$ cat config.mk
export PLATFORM = sky130hd
export DESIGN_NAME = idu_instr_fetch
export DESIGN_NICKNAME = d
export VERILOG_FILES = /design/src/rtl/idu_pkg.sv /design/src/rtl/idu_instr_fetch.sv
export SDC_FILE = /design/constraint.sdc
export NUM_CORES = 1
export LEC_CHECK = 0
export CORE_ASPECT_RATIO = 1.25
export CORE_MARGIN = 3
export CORE_UTILIZATION = 51
export CTS_CLUSTER_SIZE = 24
export DETAILED_ROUTE_END_ITERATION = 7
export PLACE_DENSITY = 0.86
export SYNTH_ARGS = -nofsm -noshare
export SYNTH_HDL_FRONTEND = slang
export SYNTH_SLANG_ARGS = --single-unit
$ cat constraint.sdc
create_clock -name clk -period 3.5 [get_ports clk]
set_input_delay 1.05 -clock clk [delete_from_list [all_inputs] [get_ports clk]]
set_output_delay 1.05 -clock clk [all_outputs]
set_load 0.01 [all_outputs]
$ cat src/rtl/idu_pkg.sv
// Shared defaults, header layout and FSM state encoding for the instruction fetch unit.
package idu_pkg;

    localparam int DEF_FIFO_WIDTH = 16;
    localparam int DEF_MAX_WORDS  = 4;

    // The instruction length field is the top HDR_LEN_BITS of the header word; length = field + 1.
    localparam int HDR_LEN_BITS   = 2;

    typedef enum logic [2:0] {
        IDLE,
        REQ,
        CAPT,
        OUT,
        ERR
    } state_t;

endpackage

$ cat src/rtl/idu_instr_fetch.sv
// Instruction fetch: pulls header-prefixed variable-length instructions from a FIFO and presents them on a valid/ready port.
// Optional accepted-instruction counter enabled with macro IDU_INSTR_CNT_EN.
module idu_instr_fetch
    import idu_pkg::*;
#(
    parameter int FIFO_WIDTH = DEF_FIFO_WIDTH,
    parameter int MAX_WORDS  = DEF_MAX_WORDS
)(
    input  logic                             clk,
    input  logic                             rst,
    input  logic                             prog_start,
    input  logic [15:0]                      prog_len,
    output logic                             idu2ifu_rd_rqst,
    input  logic [FIFO_WIDTH-1:0]            fifo_rd_data,
    input  logic                             fifo_empty,
    output logic [FIFO_WIDTH*MAX_WORDS-1:0]  instr_out,
    output logic [2:0]                       instr_len,
    output logic                             instr_valid,
    input  logic                             instr_ready,
    output logic                             done,
    output logic                             err,
    output logic [15:0]                      instr_count
);

    localparam int INSTR_WIDTH = FIFO_WIDTH * MAX_WORDS;

    state_t      state;
    logic [15:0] words_left;
    logic [2:0]  word_idx;
    logic [2:0]  hdr_len;
    logic        accept;
    logic        start_ok;

    always_comb begin
        hdr_len = 3'(fifo_rd_data[FIFO_WIDTH-1 -: HDR_LEN_BITS]) + 3'd1;
    end

    // The read strobe is decoded from state so each word costs only one REQ and one CAPT cycle.
    assign idu2ifu_rd_rqst = (state == REQ) && !fifo_empty;
    assign accept          = instr_valid && instr_ready;
    assign start_ok        = prog_start && ((state == IDLE) || (state == ERR));

    always_ff @(posedge clk) begin
        if (rst) begin
            state       <= IDLE;
            words_left  <= '0;
            word_idx    <= '0;
            instr_out   <= '0;
            instr_len   <= '0;
            instr_valid <= 1'b0;
            done        <= 1'b0;
            err         <= 1'b0;
        end else begin
            done <= 1'b0;
            case (state)
                IDLE, ERR: begin
                    if (prog_start) begin
                        words_left <= prog_len;
                        word_idx   <= '0;
                        err        <= 1'b0;
                        if (prog_len == 16'd0) begin
                            done  <= 1'b1;
                            state <= IDLE;
                        end else begin
                            state <= REQ;
                        end
                    end
                end
                REQ: begin
                    if (!fifo_empty) begin
                        state <= CAPT;
                    end
                end
                CAPT: begin
                    if (words_left != '0) begin
                        words_left <= words_left - 16'd1;
                    end
                    if (word_idx == '0) begin
                        instr_out <= INSTR_WIDTH'(fifo_rd_data);
                        instr_len <= hdr_len;
                        if (16'(hdr_len) > words_left) begin
                            err   <= 1'b1;
                            state <= ERR;
                        end else if (hdr_len == 3'd1) begin
                            instr_valid <= 1'b1;
                            state       <= OUT;
                        end else begin
                            word_idx <= 3'd1;
                            state    <= REQ;
                        end
                    end else begin
                        instr_out[word_idx*FIFO_WIDTH +: FIFO_WIDTH] <= fifo_rd_data;
                        if (word_idx + 3'd1 == instr_len) begin
                            instr_valid <= 1'b1;
                            word_idx    <= '0;
                            state       <= OUT;
                        end else begin
                            word_idx <= word_idx + 3'd1;
                            state    <= REQ;
                        end
                    end
                end
                OUT: begin
                    if (instr_ready) begin
                        instr_valid <= 1'b0;
                        if (words_left == '0) begin
                            done  <= 1'b1;
                            state <= IDLE;
                        end else begin
                            state <= REQ;
                        end
                    end
                end
                default: state <= IDLE;
            endcase
        end
    end

`ifdef IDU_INSTR_CNT_EN
    always_ff @(posedge clk) begin
        if (rst) begin
            instr_count <= '0;
        end else if (start_ok) begin
            instr_count <= '0;
        end else if (accept && (instr_count != 16'hFFFF)) begin
            instr_count <= instr_count + 16'd1;
        end
    end
`else
    logic unused_cnt;
    assign unused_cnt  = accept ^ start_ok;
    assign instr_count = '0;
`endif

endmodule

==> flow_summary.toml, run 1 <==
[run_status]
status = "completed"

[die]
die_h_um = 107
initial_core_util_pct = 53.0
ios = 124
core.rowCount = 36
core_um2 = 7840
die_width_um = 86.7
dieArea_um2 = 9270

[layout]
num_antenna_cells = 0
fillCellCount = 620
fin_nets = 657
layout-drive-gt1-share_pct = 6.19
fin_cells = 709
final_common_cell = "clkdlybuf4s50_1"
syn_to_final_growth_pct = 31.7
design_area_um2 = 5470
final_cell_mix = "106 x clkdlybuf4s50_1, 92 x dfxtp_1, 76 x nand2_1"

[worst_setup_path]
timing.rr.start = "words_left[3]"
path_class = "input pin to output port"
crit_top_cell = "clkdlybuf4s50_1"
required_ps = 2450
crit_arrival_ps = 2200
reg2regPathDepth = 5
worstSetupEndpointType = "output port"
critPathMaxFanout = 2
critPathLaunchType = "input pin"
crit_path_max_incr_delay_ps = 560
slowest_stage = "clkdlybuf4s50_1"
crit_chain = "clkdlybuf4s50_1, nor3_1, clkdlybuf4s50_1"
r2r-end = "instr_valid"
reg2reg_setup_slack_ps = 1060

[synthesis]
synth_edf_count = 0
async_flop_share_pct = 0
synth_area_leaders = "dfxtp_1 44%, a22oi_1 8.7%, nand2_1 6.9%"
netlist_area_um2 = 4150
yosysWarnings = 0
ys_ff_latch = 92
synth_area_per_cell_um2 = 8.11
synth_cell_type_count = 50
synth_seq_area_share_pct = 44.4
yosysTopAreaCell = "dfxtp_1"
syn_inst = 512
synth_top_area_share_pct = 44.4
synth-main-ff-cell = "dfxtp_1"

[sta]
clock-skew-final_ps = 8.93
rsz0062_at_grt = "false"
worstMarginPinSlew_ps = 659
setup_violations = 0
finalCritPeriodShare_pct = 92.8
slew_headroom_pct = 56.1
min_period_ps = 3250
fin_setup_tns_ps = 0
fmax_mhz = 308
drv_slew = 0
hold_viol = 0

[global_routing]
grt_max_degree = 44
grt_pass1_wl_um = 19200
grt_overflow = 0
grt_pass1_vias = 4019
track_usage_pct = 26.1
antenna_found_initial = 0

[run]
max_cap_violations = 0

[worst_hold_path]
min_from = "instr_out[14]"
hold_class = "flip-flop to flip-flop"
worst_hold_path.num_cells = 2
hold_end = "instr_out[14]"

[detailed_routing]
drcViolationCount = 0
drt_pass1_iterations = 5
wl_per_cell_um = 16.9
antenna_left = 0
via_per_inst = 5.72
top_layer_used = "met4"
num_vias = 4055
dr_wl_met3_um = 1170
wl_met1_um = 4600
dr_wl_met2_um = 5920
wl_um = 12000
drt_iter0_drc = 372

[placement]
hpwl_um = 8500
port_buffers = 107
place_inst = 693
place_congestion = 0.903
place_area_um2 = 5260

[clock_tree]
cts.path.max_buffers = 2
clkSlewWorstSetupHoldPaths_ps = 100
cts-root-buf = "clkbuf_8"
cts_buffers = 9
post-cts-setup-buffers = 0
cts.repair.resized = 0
clk_latency_ps = 370
cts_sinks = 92
htreeDepth = 3
cts-hold-fix-buffers = 0
cts_tree = "built"

[pwr]
powerDensity_nw_per_um2 = 438
power.static_leakage_uw = 0.00198
ir_drop_mv = 0.372
synth_stat cells (2+ instances only):
cell / n
a21o_1: 2
a21oi_1: 41
a22oi_1: 48
a31oi_1: 4
a32oi_1: 3
and2_1: 2
and3_1: 2
buf_4: 16
clkbuf_1: 31
dfxtp_1: 92
ha_1: 11
inv_1: 12
nand2_1: 76
nand2b_1: 2
nand3_1: 7
nand3b_1: 3
nor2_1: 67
nor2b_1: 5
nor3_1: 13
nor3b_1: 5
nor4_1: 7
o211ai_1: 2
o21a_1: 2
o21ai_0: 23
o31ai_1: 7
or2_2: 2
or3_1: 2
or4_1: 3
stage by stage:
step / setup WS [ps] / hold WS, ps / total power, uW / util, %
4_1_cts: 246 / 463 / 2410 / 69.8
2_1_floorplan: 810 / 445 / 1490 / -
6_report: 253 / 460 / 2400 / 69.8
5_1_grt: 199 / 482 / 2510 / 69.8
3_5_place_dp: 155 / 450 / 1660 / 67.2
3_3_place_gp: 214 / 442 / 1650 / 67.2
worst max path at each step:
| stage | startpoint | endpoint | slack (ps) | cells past startpoint |
|---|---|---|---|---|
| 2_1_floorplan | fifo_rd_data[14] | instr_valid | 810 | 8 |
| 3_3_place_gp | fifo_rd_data[14] | instr_valid | 210 | 9 |
| 3_5_place_dp | fifo_rd_data[14] | instr_valid | 160 | 9 |
| 4_1_cts | fifo_empty | idu2ifu_rd_rqst | 250 | 3 |
| 5_1_grt | fifo_empty | idu2ifu_rd_rqst | 200 | 3 |
| 6_report | fifo_empty | idu2ifu_rd_rqst | 250 | 3 |
per-layer routing:
metal | global-route usage, % | vias up
met5 | 0 | -
met4 | 12.9 | 0
met3 | 8.53 | 26
met2 | 44.3 | 170
met1 | 28.9 | 1887
li1 | - | 1972
power by group:
part / total, uW / switching, uW / internal [uW]
logic: 510 / 316 / 194
clock network: 749 / 393 / 356
registers: 1140 / 48.2 / 1090
worst max-delay path: cells and delay by family:
family	cells	cell delay [ps]
buffers and inverters	2	980
and+or+nand+nor	1	170
flip-flops by register name, summed over array words and instances (netlist names):
register and cells:
words_left 16, instr_len 3, state 3, instr_valid 1
done 1, err 1, instr_out 64, word_idx 3
final cells by class:
type	count	area, um^2	area share [%]
Inverter	12	45.0	0.823
Clock buffer	10	138	2.52
Timing Repair Buffer	119	1160	21.1
Tap cell	95	119	2.17
Sequential cell	92	1840	33.7
Clock inverter	6	68.8	1.26
Multi-Input combinational cell	375	2100	38.4
cell families after synthesis:
kind of cell    synth area share (%)
other cells                   0.0903
buf+inv                         6.90
xor+xnor                       0.994
mux                            0.241
compound gates                  22.6
simple gates                    21.5
flops                           44.4
fa+ha+maj                       3.31
No activity file was read; power rests on OpenSTA's default activity.
==> run 2, diff against run 1 <==
Settings changed: CORE_UTILIZATION 51 to 48, CTS_CLUSTER_DIAMETER set to 30, PLACE_DENSITY 0.86 to 0.81.
==> flow_summary.toml, run 2 (synthesis gave the netlist of run 1 again) <==
[worst_hold_path]
hold_class = "flip-flop to flip-flop"
hold_end = "instr_out[14]"
min_from = "instr_out[14]"
worst_hold_path.num_cells = 2

[layout]
final_cell_mix = "106 x clkdlybuf4s50_1, 92 x dfxtp_1, 76 x nand2_1"
final_common_cell = "clkdlybuf4s50_1"
syn_to_final_growth_pct = 32.4
final_util_pct = 66.0
top_register = "instr_out"
fillCellCount = 682
num_antenna_cells = 0
multiInputGateArea_um2 = 2100
layout-drive-gt1-share_pct = 6.49
largest_reg_flops = 64
top_regs = "instr_out: 64 flops, words_left: 16 flops"
fin_nets = 659
register_area_um2 = 1840

[die]
dieArea_um2 = 9810
core.rowCount = 37
die_h_um = 110
die_width_um = 89.2
initial_core_util_pct = 49.8
ios = 124
core_um2 = 8330

[run]
max_cap_violations = 0

[global_routing]
track_usage_pct = 24.2
antenna_found_initial = 0
grt_overflow = 0
grt_pass1_wl_um = 18700
grt_pass1_vias = 4087
grt_max_degree = 60

[detailed_routing]
wl_um = 11900
wl_per_cell_um = 16.7
drt_iter0_drc = 293
num_vias = 4114
antenna_left = 0
via_per_inst = 5.77
drcViolationCount = 0
drt_pass1_iterations = 5

[sta]
hold_viol = 0
rsz0062_at_grt = "false"
slew_headroom_pct = 49.6
fin_setup_tns_ps = 0
worstMarginPinSlew_ps = 757
drv_slew = 0
finalCritPeriodShare_pct = 93.1
fmax_mhz = 307
setup_violations = 0
min_period_ps = 3260
clock-skew-final_ps = 12.2

[clock_tree]
cts_buffers = 9
cts.path.max_buffers = 2
cts_tree = "built"
cts.repair.resized = 0
cts-root-buf = "clkbuf_8"
htreeDepth = 3
post-cts-setup-buffers = 0
cts_sinks = 92
clkSlewWorstSetupHoldPaths_ps = 100
cts-hold-fix-buffers = 0
clk_latency_ps = 360

[worst_setup_path]
cp_top_family = "buffers and inverters"
required_ps = 2450
reg2regPathDepth = 5
crit_chain = "clkdlybuf4s50_1, nor3_1, clkdlybuf4s50_1"
worstSetupEndpointType = "output port"
critPathMaxFanout = 2
timing.rr.start = "words_left[3]"
reg2reg_setup_slack_ps = 1000
path_class = "input pin to output port"
critPathBufInv = 2
r2r-end = "instr_valid"
slowest_stage = "clkdlybuf4s50_1"
critPathLaunchType = "input pin"
crit_top_cell = "clkdlybuf4s50_1"
crit_path_max_incr_delay_ps = 560
cp.depth = 3
crit_arrival_ps = 2210

[pwr]
power.static_leakage_uw = 0.00199
total_power_uw = 2400
powerDensity_nw_per_um2 = 436
ir_drop_mv = 0.282

[placement]
hpwl_um = 8580
place_congestion = 0.883
port_buffers = 107

[run_status]
status = "completed"
run 2: layer usage:
layer / up-vias / GRT usage, % / share of wire, %
met1: 1942 / 26.9 / 39
met5: - / 0 / 0
met2: 179 / 40.7 / 49
li1: 1969 / - / -
met3: 24 / 9.07 / 9.6
met4: 0 / 11.2 / 2.0
run 2: worst max path at each step:
stage,start,endpoint,slack [ps]
2_1_floorplan,fifo_rd_data[14],instr_valid,810
3_3_place_gp,fifo_rd_data[14],instr_valid,190
5_1_grt,fifo_empty,idu2ifu_rd_rqst,180
4_1_cts,fifo_empty,idu2ifu_rd_rqst,220
3_5_place_dp,fifo_rd_data[14],instr_valid,120
6_report,fifo_empty,idu2ifu_rd_rqst,240
run 2: area by class of cell:
| type | instances | area share, % |
|---|---|---|
| Inverter | 12 | 0.819 |
| Multi-Input combinational cell | 375 | 38.2 |
| Sequential cell | 92 | 33.5 |
| Tap cell | 97 | 2.21 |
| Timing Repair Buffer | 121 | 21.5 |
| Clock inverter | 7 | 1.46 |
| Clock buffer | 9 | 2.25 |
run 2: tightest hold or removal path: stages (launching register included):
cell	delay [ps]
dfxtp_1	320
nand2_1	50
a21oi_1	50
run 2: report_power, final:
part           internal [uW]  switching, uW  total, uW
Clock                    342            398        740
Sequential              1090           48.3       1140
Combinational            203            317        520
Total                   1640            763       2400
run 2: stage by stage:
stage | area [um^2] | hold slack, ps | instances | worst slack, ps
5_1_grt | 5500 | 484 | 713 | 183
2_1_floorplan | 4210 | 445 | 527 | 810
3_3_place_gp | 5290 | 441 | 697 | 192
6_report | 5500 | 461 | 713 | 241
3_5_place_dp | 5290 | 449 | 697 | 119
4_1_cts | 5500 | 462 | 713 | 224
